$ cat src/rtl/zhegalkin_anf_extract.sv
// Truth table to Zhegalkin (ANF) coefficients via an iterative binary Moebius transform,
// one butterfly stage per clock, followed by a registered monomial count and degree.
module zhegalkin_anf_extract #(
  parameter int NVAR = 4,
  localparam int TW = 2 ** NVAR,
  localparam int DW = $clog2(NVAR + 1)
) (
  input  logic            clk,
  input  logic            rst,
  input  logic            in_valid,
  output logic            in_ready,
  input  logic [TW-1:0]   tt,
  output logic            out_valid,
  input  logic            out_ready,
  output logic [TW-1:0]   anf,
  output logic [NVAR:0]   mono_cnt,
  output logic [DW-1:0]   degree
);

  // state  | meaning
  // IDLE   | waiting for a truth table
  // XFORM  | one butterfly stage per cycle
  // STATS  | register anf, monomial count and degree
  // DONE   | result held until out_ready
  localparam logic [1:0] S_IDLE  = 2'd0;
  localparam logic [1:0] S_XFORM = 2'd1;
  localparam logic [1:0] S_STATS = 2'd2;
  localparam logic [1:0] S_DONE  = 2'd3;

  logic [1:0]    state;
  logic [2:0]    stage;
  logic [TW-1:0] work;
  logic [TW-1:0] work_next;
  logic [NVAR:0] mono_next;
  logic [DW-1:0] degree_next;

  assign in_ready  = (state == S_IDLE);
  assign out_valid = (state == S_DONE);

  // Stage k folds every lower-half element into its partner with bit k set.
  always_comb begin
    work_next = work;
    for (int k = 0; k < NVAR; k++) begin
      if (stage == 3'(k)) begin
        for (int i = 0; i < TW; i++) begin
          if (((i >> k) & 1) == 1)
            work_next[NVAR'(i)] = work[NVAR'(i)] ^ work[NVAR'(i ^ (1 << k))];
        end
      end
    end
  end

  always_comb begin
    int cnt;
    int deg;
    cnt = 0;
    deg = 0;
    for (int i = 0; i < TW; i++) begin
      if (work[NVAR'(i)]) begin
        cnt = cnt + 1;
        if ($countones(NVAR'(i)) > deg)
          deg = $countones(NVAR'(i));
      end
    end
    mono_next   = (NVAR + 1)'(cnt);
    degree_next = DW'(deg);
  end

  always_ff @(posedge clk) begin
    if (rst) begin
      state    <= S_IDLE;
      stage    <= '0;
      work     <= '0;
      anf      <= '0;
      mono_cnt <= '0;
      degree   <= '0;
    end else begin
      case (state)
        S_IDLE: begin
          if (in_valid) begin
            work  <= tt;
            stage <= '0;
            state <= S_XFORM;
          end
        end
        S_XFORM: begin
          work  <= work_next;
          stage <= stage + 3'd1;
          if (stage == 3'(NVAR - 1))
            state <= S_STATS;
        end
        S_STATS: begin
          anf      <= work;
          mono_cnt <= mono_next;
          degree   <= degree_next;
          state    <= S_DONE;
        end
        S_DONE: begin
          if (out_ready)
            state <= S_IDLE;
        end
        default: state <= S_IDLE;
      endcase
    end
  end

endmodule

$ cat config.mk
export PLATFORM = sky130hd
export DESIGN_NAME = zhegalkin_anf_extract
export DESIGN_NICKNAME = d
export VERILOG_FILES = /design/src/rtl/zhegalkin_anf_extract.sv
export SDC_FILE = /design/constraint.sdc
export NUM_CORES = 1
export LEC_CHECK = 0
export BUFFER_PORTS_ARGS = -buffer_cell sky130_fd_sc_hd__buf_2
export CORE_UTILIZATION = 55
export DETAILED_ROUTE_END_ITERATION = 6
export PLACE_DENSITY_LB_ADDON = 0.15
export SLEW_MARGIN = 20
export SYNTH_ARGS = -nofsm -noshare
export SYNTH_HDL_FRONTEND = slang
export SYNTH_SLANG_ARGS = --single-unit
$ cat constraint.sdc
create_clock -name clk -period 11 [get_ports clk]
set_clock_uncertainty 0.1 [all_clocks]
set_input_delay 2.2 -clock clk [delete_from_list [all_inputs] [get_ports clk]]
set_output_delay 2.2 -clock clk [all_outputs]
set_load 0.01 [all_outputs]
==> out/metrics.cfg, run 1 <==
[run_status]
status = completed

[worst_setup_path]
crit_top_cell = ha_1
end_kind = flop
critPathRequiredTime_ns = 11.11
max_stage_delay_ns = 0.48
critPathSlowestCell = or4_1
startpoint_type = flop
cp.buffers_inverters = 1
cp_top_family = adder cells
cp_max_fo = 12
cp.arrival_ns = 4.36
worstPathCellList = inv_1 -> ha_1 -> nand2b_1 -> mux2_1 -> o21a_1 -> ha_1 -> xnor2_1 -> nand2_1 -> a21o_1 -> a32oi_1 -> ha_1 -> nand2_1 -> xor2_1 -> xnor2_1 -> or4_1 -> a311oi_1
crit_type = reg -> reg

[floorplan]
die_w_microns = 72.20
boundaryPins = 46
die-area_sq_um = 5212
initial_core_util_pct = 57.38
row_count = 25
core_area_sq_um = 4723
die_y_microns = 72.20

[synth]
synth_area_sq_um = 2710
synth_cell_type_count = 54
syn_avg_cell_area_sq_um = 8.288
synth_warnings = 0
ys_ff_latch = 44
syn_nets = 364
async_flop_share_pct = 0
synth_cells = 327
synth_edf_count = 0
synthFlopType = dfxtp_1
yosysSeqAreaShare_pct = 32.50

[cts]
cts_buffers = 5
numClockSinks = 44
worst_skew_pair.late_latency_ns = 0.30
clockRootBuffer = clkbuf_8
cts_tree = built
cts_resized = 0
htree_levels = 2
cts_setup_buffers = 0
clock_path_buffers = 2
ctsHoldBuffers = 0
clk_pin_slew_ns = 0.09

[detailed_routing]
dr.pass1.iters = 4
vias_per_cell = 5.344
post-route-drc-count = 0
wl_per_cell_microns = 13.21
finalWirelength_mm = 5.616
vias = 2271
drt-initial-drc-count = 143
postRouteAntennaNets = 0

[timing]
maxSlewHeadroom_pct = 42.17
worst_pin_slew_ns = 0.8674
slew_viol_final = 0
fin_crit_ns = 4.246
hold_viol = 0
finalCritPeriodShare_pct = 38.60
finalSetupViolCount = 0
fin_setup_tns_ns = 0
fmax_ghz = 0.2355
grt_setup_unrepaired = no

[power]
p_per_area_nw_per_um2 = 281.1
p_leak_nw = 1.277
power.total_w = 0.0008528
peakVddDrop_mv = 0.2207

[min_path]
min_path_type = reg -> reg

[finish]
regArea_sq_um = 880.8
fillers = 431
finalInstanceArea_sq_um = 3034
fin_nets = 394
n_antenna_cell = 0
layout-drive-gt1-share_pct = 17.60
multi_input_area_sq_um = 1660
syn_to_final_growth_pct = 11.96

[place]
dp_hpwl_mm = 3.926
placed_area_sq_um = 2913
gp_congestion = 0.7877
port_buffers = 44

[grt]
grt_max_degree = 45
antenna_found_initial = 0
grt_remaining_overflow = 0
grt_use_total_pct = 22.21
first_global_vias = 1957
grt_first_pass_wirelength_mm = 9.094

[run]
maxCapViolCount = 0

-- path summary, 6_finish.rpt --
kind            start  slack (ns)     endpoint  depth (start not counted)
max           work[1]        6.75  mono_cnt[3]                         16
min          work[12]        0.36     work[12]                          2
max reg2reg   work[1]        6.75  mono_cnt[3]                         16
min reg2reg  work[12]        0.36     work[12]                          2
-- logic make-up after synthesis --
group | after synthesis | synth area share, %
other | 1 | 0.1384
multiplexers | 28 | 10.43
buffers and inverters | 37 | 6.233
XOR/XNOR | 14 | 6.510
flip-flops | 44 | 32.50
AND/OR/NAND/NOR | 116 | 19.39
adder cells (fa/ha/maj) | 17 | 7.848
AO/OA/AOI/OAI | 70 | 16.94
-- report_power, final --
| group | switching [W] | leakage [nW] | internal (W) |
|---|---|---|---|
| sequential | 0.0000587 | 0.358 | 0.000197 |
| clock | 0.0000582 | 0.0614 | 0.0000743 |
| combinational | 0.000252 | 0.857 | 0.000213 |
-- worst min-delay path, delay by kind of cell, from the launching register on --
kind,cells,cell delay (ns)
AO/OA/AOI/OAI,1,0.05
AND/OR/NAND/NOR,1,0.05
flip-flops,1,0.32
-- cell usage after synthesis, types with 3 or more instances --
library cell  count  area, sq um
a211oi_1          5        37.54
a21o_1            5        37.54
a21oi_1          22        110.1
a31oi_1           5        31.28
and2_1            3        18.77
buf_2             3        15.01
buf_6             3        33.78
clkbuf_1         16        60.06
dfxtp_1          44        880.8
ha_1             17        212.7
inv_1            13        48.80
mux2i_1          26        260.3
nand2_1          34        127.6
nand2b_1          8        50.05
nand3_1           3        15.01
nand3b_1          3        22.52
nor2_1           47        176.4
nor2b_1           4        25.02
nor3_1            3        15.01
nor4_1            3        18.77
o21ai_0           9        45.04
o22ai_1           3        18.77
xnor2_1           6        52.55
xor2_1            3        26.28
-- stage by stage --
step                      worst slack, ns  cells  hold WS, ns  util, %
after floorplan                     7.130    327       0.3360        -
after global placement              6.913    417       0.3445    61.67
after detailed placement            6.788    417       0.3501    61.67
after CTS                           6.761    425       0.3630    64.24
after global routing                6.454    425       0.3804    64.24
final                               6.754    425       0.3613    64.24
-- layout by cell type (no fill, tap or decap), drive strengths merged, types with 3 or more instances in the layout --
cell    count
ha         17
o21ai      10
nand2      34
and2        3
xor2        4
nor3        3
inv        13
buf        46
nor4        3
dfxtp      44
nand3       3
clkbuf      6
a21o        5
nand3b      3
nor2b       4
nand2b      8
nor2       47
xnor2       8
a31oi       5
o22ai       3
mux2i      26
a211oi      5
a21oi      22
-- sequential cells by signal, indices dropped and copies added, names as in the netlist --
register	cells
anf	16
degree	2
mono_cnt	5
stage	3
state	2
work	16
-- layer usage --
| metal | global-route usage (%) | share of wire (%) | wire length, microns | vias to the layer above |
|---|---|---|---|---|
| met2 | 37.38 | 48 | 2719 | 41 |
| met4 | 7.625 | 1.2 | 70 | 0 |
| met5 | 0 | 0 | 0 | - |
| met3 | 4.028 | 3.1 | 175 | 7 |
| met1 | 28.61 | 47 | 2650 | 1044 |
| li1 | - | - | - | 1179 |
-- layout make-up --
type	count	area share, %
clock buffers	6	2.722
clock inverters	2	1.278
inverters	14	1.732
multi-input cells	246	54.72
flip-flops and latches	44	29.03
well taps	67	2.763
repair buffers	46	7.753
No activity file was read; power rests on OpenSTA's default activity.
==> run 2: changes to the inputs <==
- CORE_UTILIZATION: 55 -> 51
- clock period: 11 -> 3.8 ns (I/O delays scaled with it)
==> run 2 against run 1 <==
  * Worst setup slack worse by 6.7 ns
  * Register-to-register slack worse by 6.7 ns
  * Largest power group unchanged
  * Sequential cell count unchanged
  * Design area increased by 8.0%
  * Sequential power rose to 2.7 times the previous value
  * Critical path type unchanged
==> out/metrics.cfg, run 2 (same netlist as run 1, synthesis figures left out) <==
[grt]
grt.met1_usage_pct = 27.11
gr-usage-met3_pct = 4.418
grt_remaining_overflow = 0
antenna_found_initial = 0
grt_use_total_pct = 21.66
grt-busiest-layer = met2
grt_first_pass_wirelength_mm = 9.273
grt_max_degree = 45
first_global_vias = 2057
grt_use_met2_pct = 36.54

[floorplan]
boundaryPins = 46
initial_core_util_pct = 53.06
die-area_sq_um = 5609
row_count = 26
die_w_microns = 74.90
die_y_microns = 74.90
core_area_sq_um = 5107

[power]
peakVddDrop_mv = 0.7131
power.total_w = 0.002839
p_per_area_nw_per_um2 = 866.7
p_leak_nw = 1.359

[worst_setup_path]
startpoint_type = flop
max_stage_delay_ns = 0.38
crit_top_cell = ha_4
end_kind = flop
crit_type = reg -> reg
cp_max_fo = 5
cp.arrival_ns = 3.83
cp_top_family = compound AO/OA/AOI/OAI gates
critPathSlowestCell = or3b_1
worstPathCellList = buf_4 -> ha_4 -> mux2i_2 -> mux2_4 -> o21a_1 -> ha_4 -> xnor2_1 -> nand2_1 -> a21o_1 -> a32oi_2 -> ha_4 -> nand2_1 -> xor2_1 -> xnor2_1 -> buf_4 -> or3b_1 -> a211oi_2
cp.buffers_inverters = 2
critPathRequiredTime_ns = 3.92

[timing]
finalCritPeriodShare_pct = 97.66
hold_viol = 0
maxSlewHeadroom_pct = 45.39
slew_viol_final = 0
fin_setup_tns_ns = 0
fin_ws_ns = 0.08877
fmax_ghz = 0.2695
finalSetupViolCount = 0
worst_pin_slew_ns = 0.8191
fin_crit_ns = 3.711

[finish]
utilization_pct = 64.14
syn_to_final_growth_pct = 20.87
layout-drive-gt1-share_pct = 26.20
fin_nets = 411
n_antenna_cell = 0
final_cell_mix = nor2_1 (47), buf_2 (44), dfxtp_1 (42)
reg_top3 = anf x16, work x16, mono_cnt x5
final_common_cell = nor2_1

[min_path]
min_path_type = reg -> reg

[place]
pre_cts_ws_ns = -0.02198
port_buffers = 44
dp_hpwl_mm = 4.160
gp_congestion = 0.8153

[detailed_routing]
drt-initial-drc-count = 114
vias = 2370
post-route-drc-count = 0
dr.pass1.iters = 4
finalWirelength_mm = 6.070
vias_per_cell = 5.338
wl_per_cell_microns = 13.67
postRouteAntennaNets = 0

[cts]
numClockSinks = 44
worst_skew_pair.late_latency_ns = 0.30
ctsHoldBuffers = 0
clockRootBuffer = clkbuf_8
htree_levels = 2
clk_pin_slew_ns = 0.09
cts_buffers = 5
clock_path_buffers = 2
cts_tree = built

[run_status]
status = completed

[run]
maxCapViolCount = 0

[run 2: changes by cell type in the layout (fill, tap and decap cells not counted), sizes merged]
cell	delta
buf	+17
bufinv	-1
clkbuf	-1
clkinvlp	+1
[run 2: worst paths after layout]
path	start	endpoint	slack (ns)	cells past startpoint
worst max-delay path	work[0]	mono_cnt[4]	0.09	17
worst min-delay path	work[10]	work[10]	0.36	2
worst max register to register	work[0]	mono_cnt[4]	0.09	17
worst min register to register	work[10]	work[10]	0.36	2
[run 2: stage by stage]
step / instances / area, sq um / hold WS (ns)
finish: 444 / 3276 / 0.3593
global route: 444 / 3276 / 0.3876
CTS: 440 / 3113 / 0.3595
detailed placement: 433 / 3017 / 0.3483
global placement: 433 / 3017 / 0.3435
floorplan: 327 / 2715 / 0.3360
[run 2: repair_timing]
action	4_1_cts	5_1_grt
setup endpoints to repair	3	4
gates cloned	0	0
gates resized for setup	4	20
setup buffers	0	4
pin swaps	1	10
[run 2: cell type report]
class / count / area (sq um)
Multi-Input combinational cell: 246 / 1805
Tap cell: 70 / 87.58
Timing Repair Buffer: 63 / 362.8
Sequential cell: 44 / 885.9
Fill cell: 457 / 1832
Inverter: 14 / 52.55
Clock inverter: 2 / 12.51
Clock buffer: 5 / 68.82
[run 2: layer usage]
| layer | wire length [microns] | vias to the layer above |
|---|---|---|
| li1 | - | 1215 |
| met1 | 2756 | 1098 |
| met2 | 2957 | 43 |
| met4 | 141 | 0 |
| met5 | 0 | - |
| met3 | 215 | 14 |
[run 2: report_power, final]
group	leakage, nW	internal [W]	switching (W)
Clock	0.0400	0.000125	0.000160
Sequential	0.359	0.000573	0.000127
Combinational	0.960	0.000913	0.000940
[run 2: worst register-to-register path: cells and delay by family (launching register included)]
kind                       cells  cell delay, ns
and+or+nand+nor                3            0.54
adders and majority gates      3            0.62
xor gates and xnor gates       3            0.46
AOI/OAI and AO/OA              4            0.78
muxes                          2            0.51
buffers and inverters          2            0.30
DFF                            1            0.33
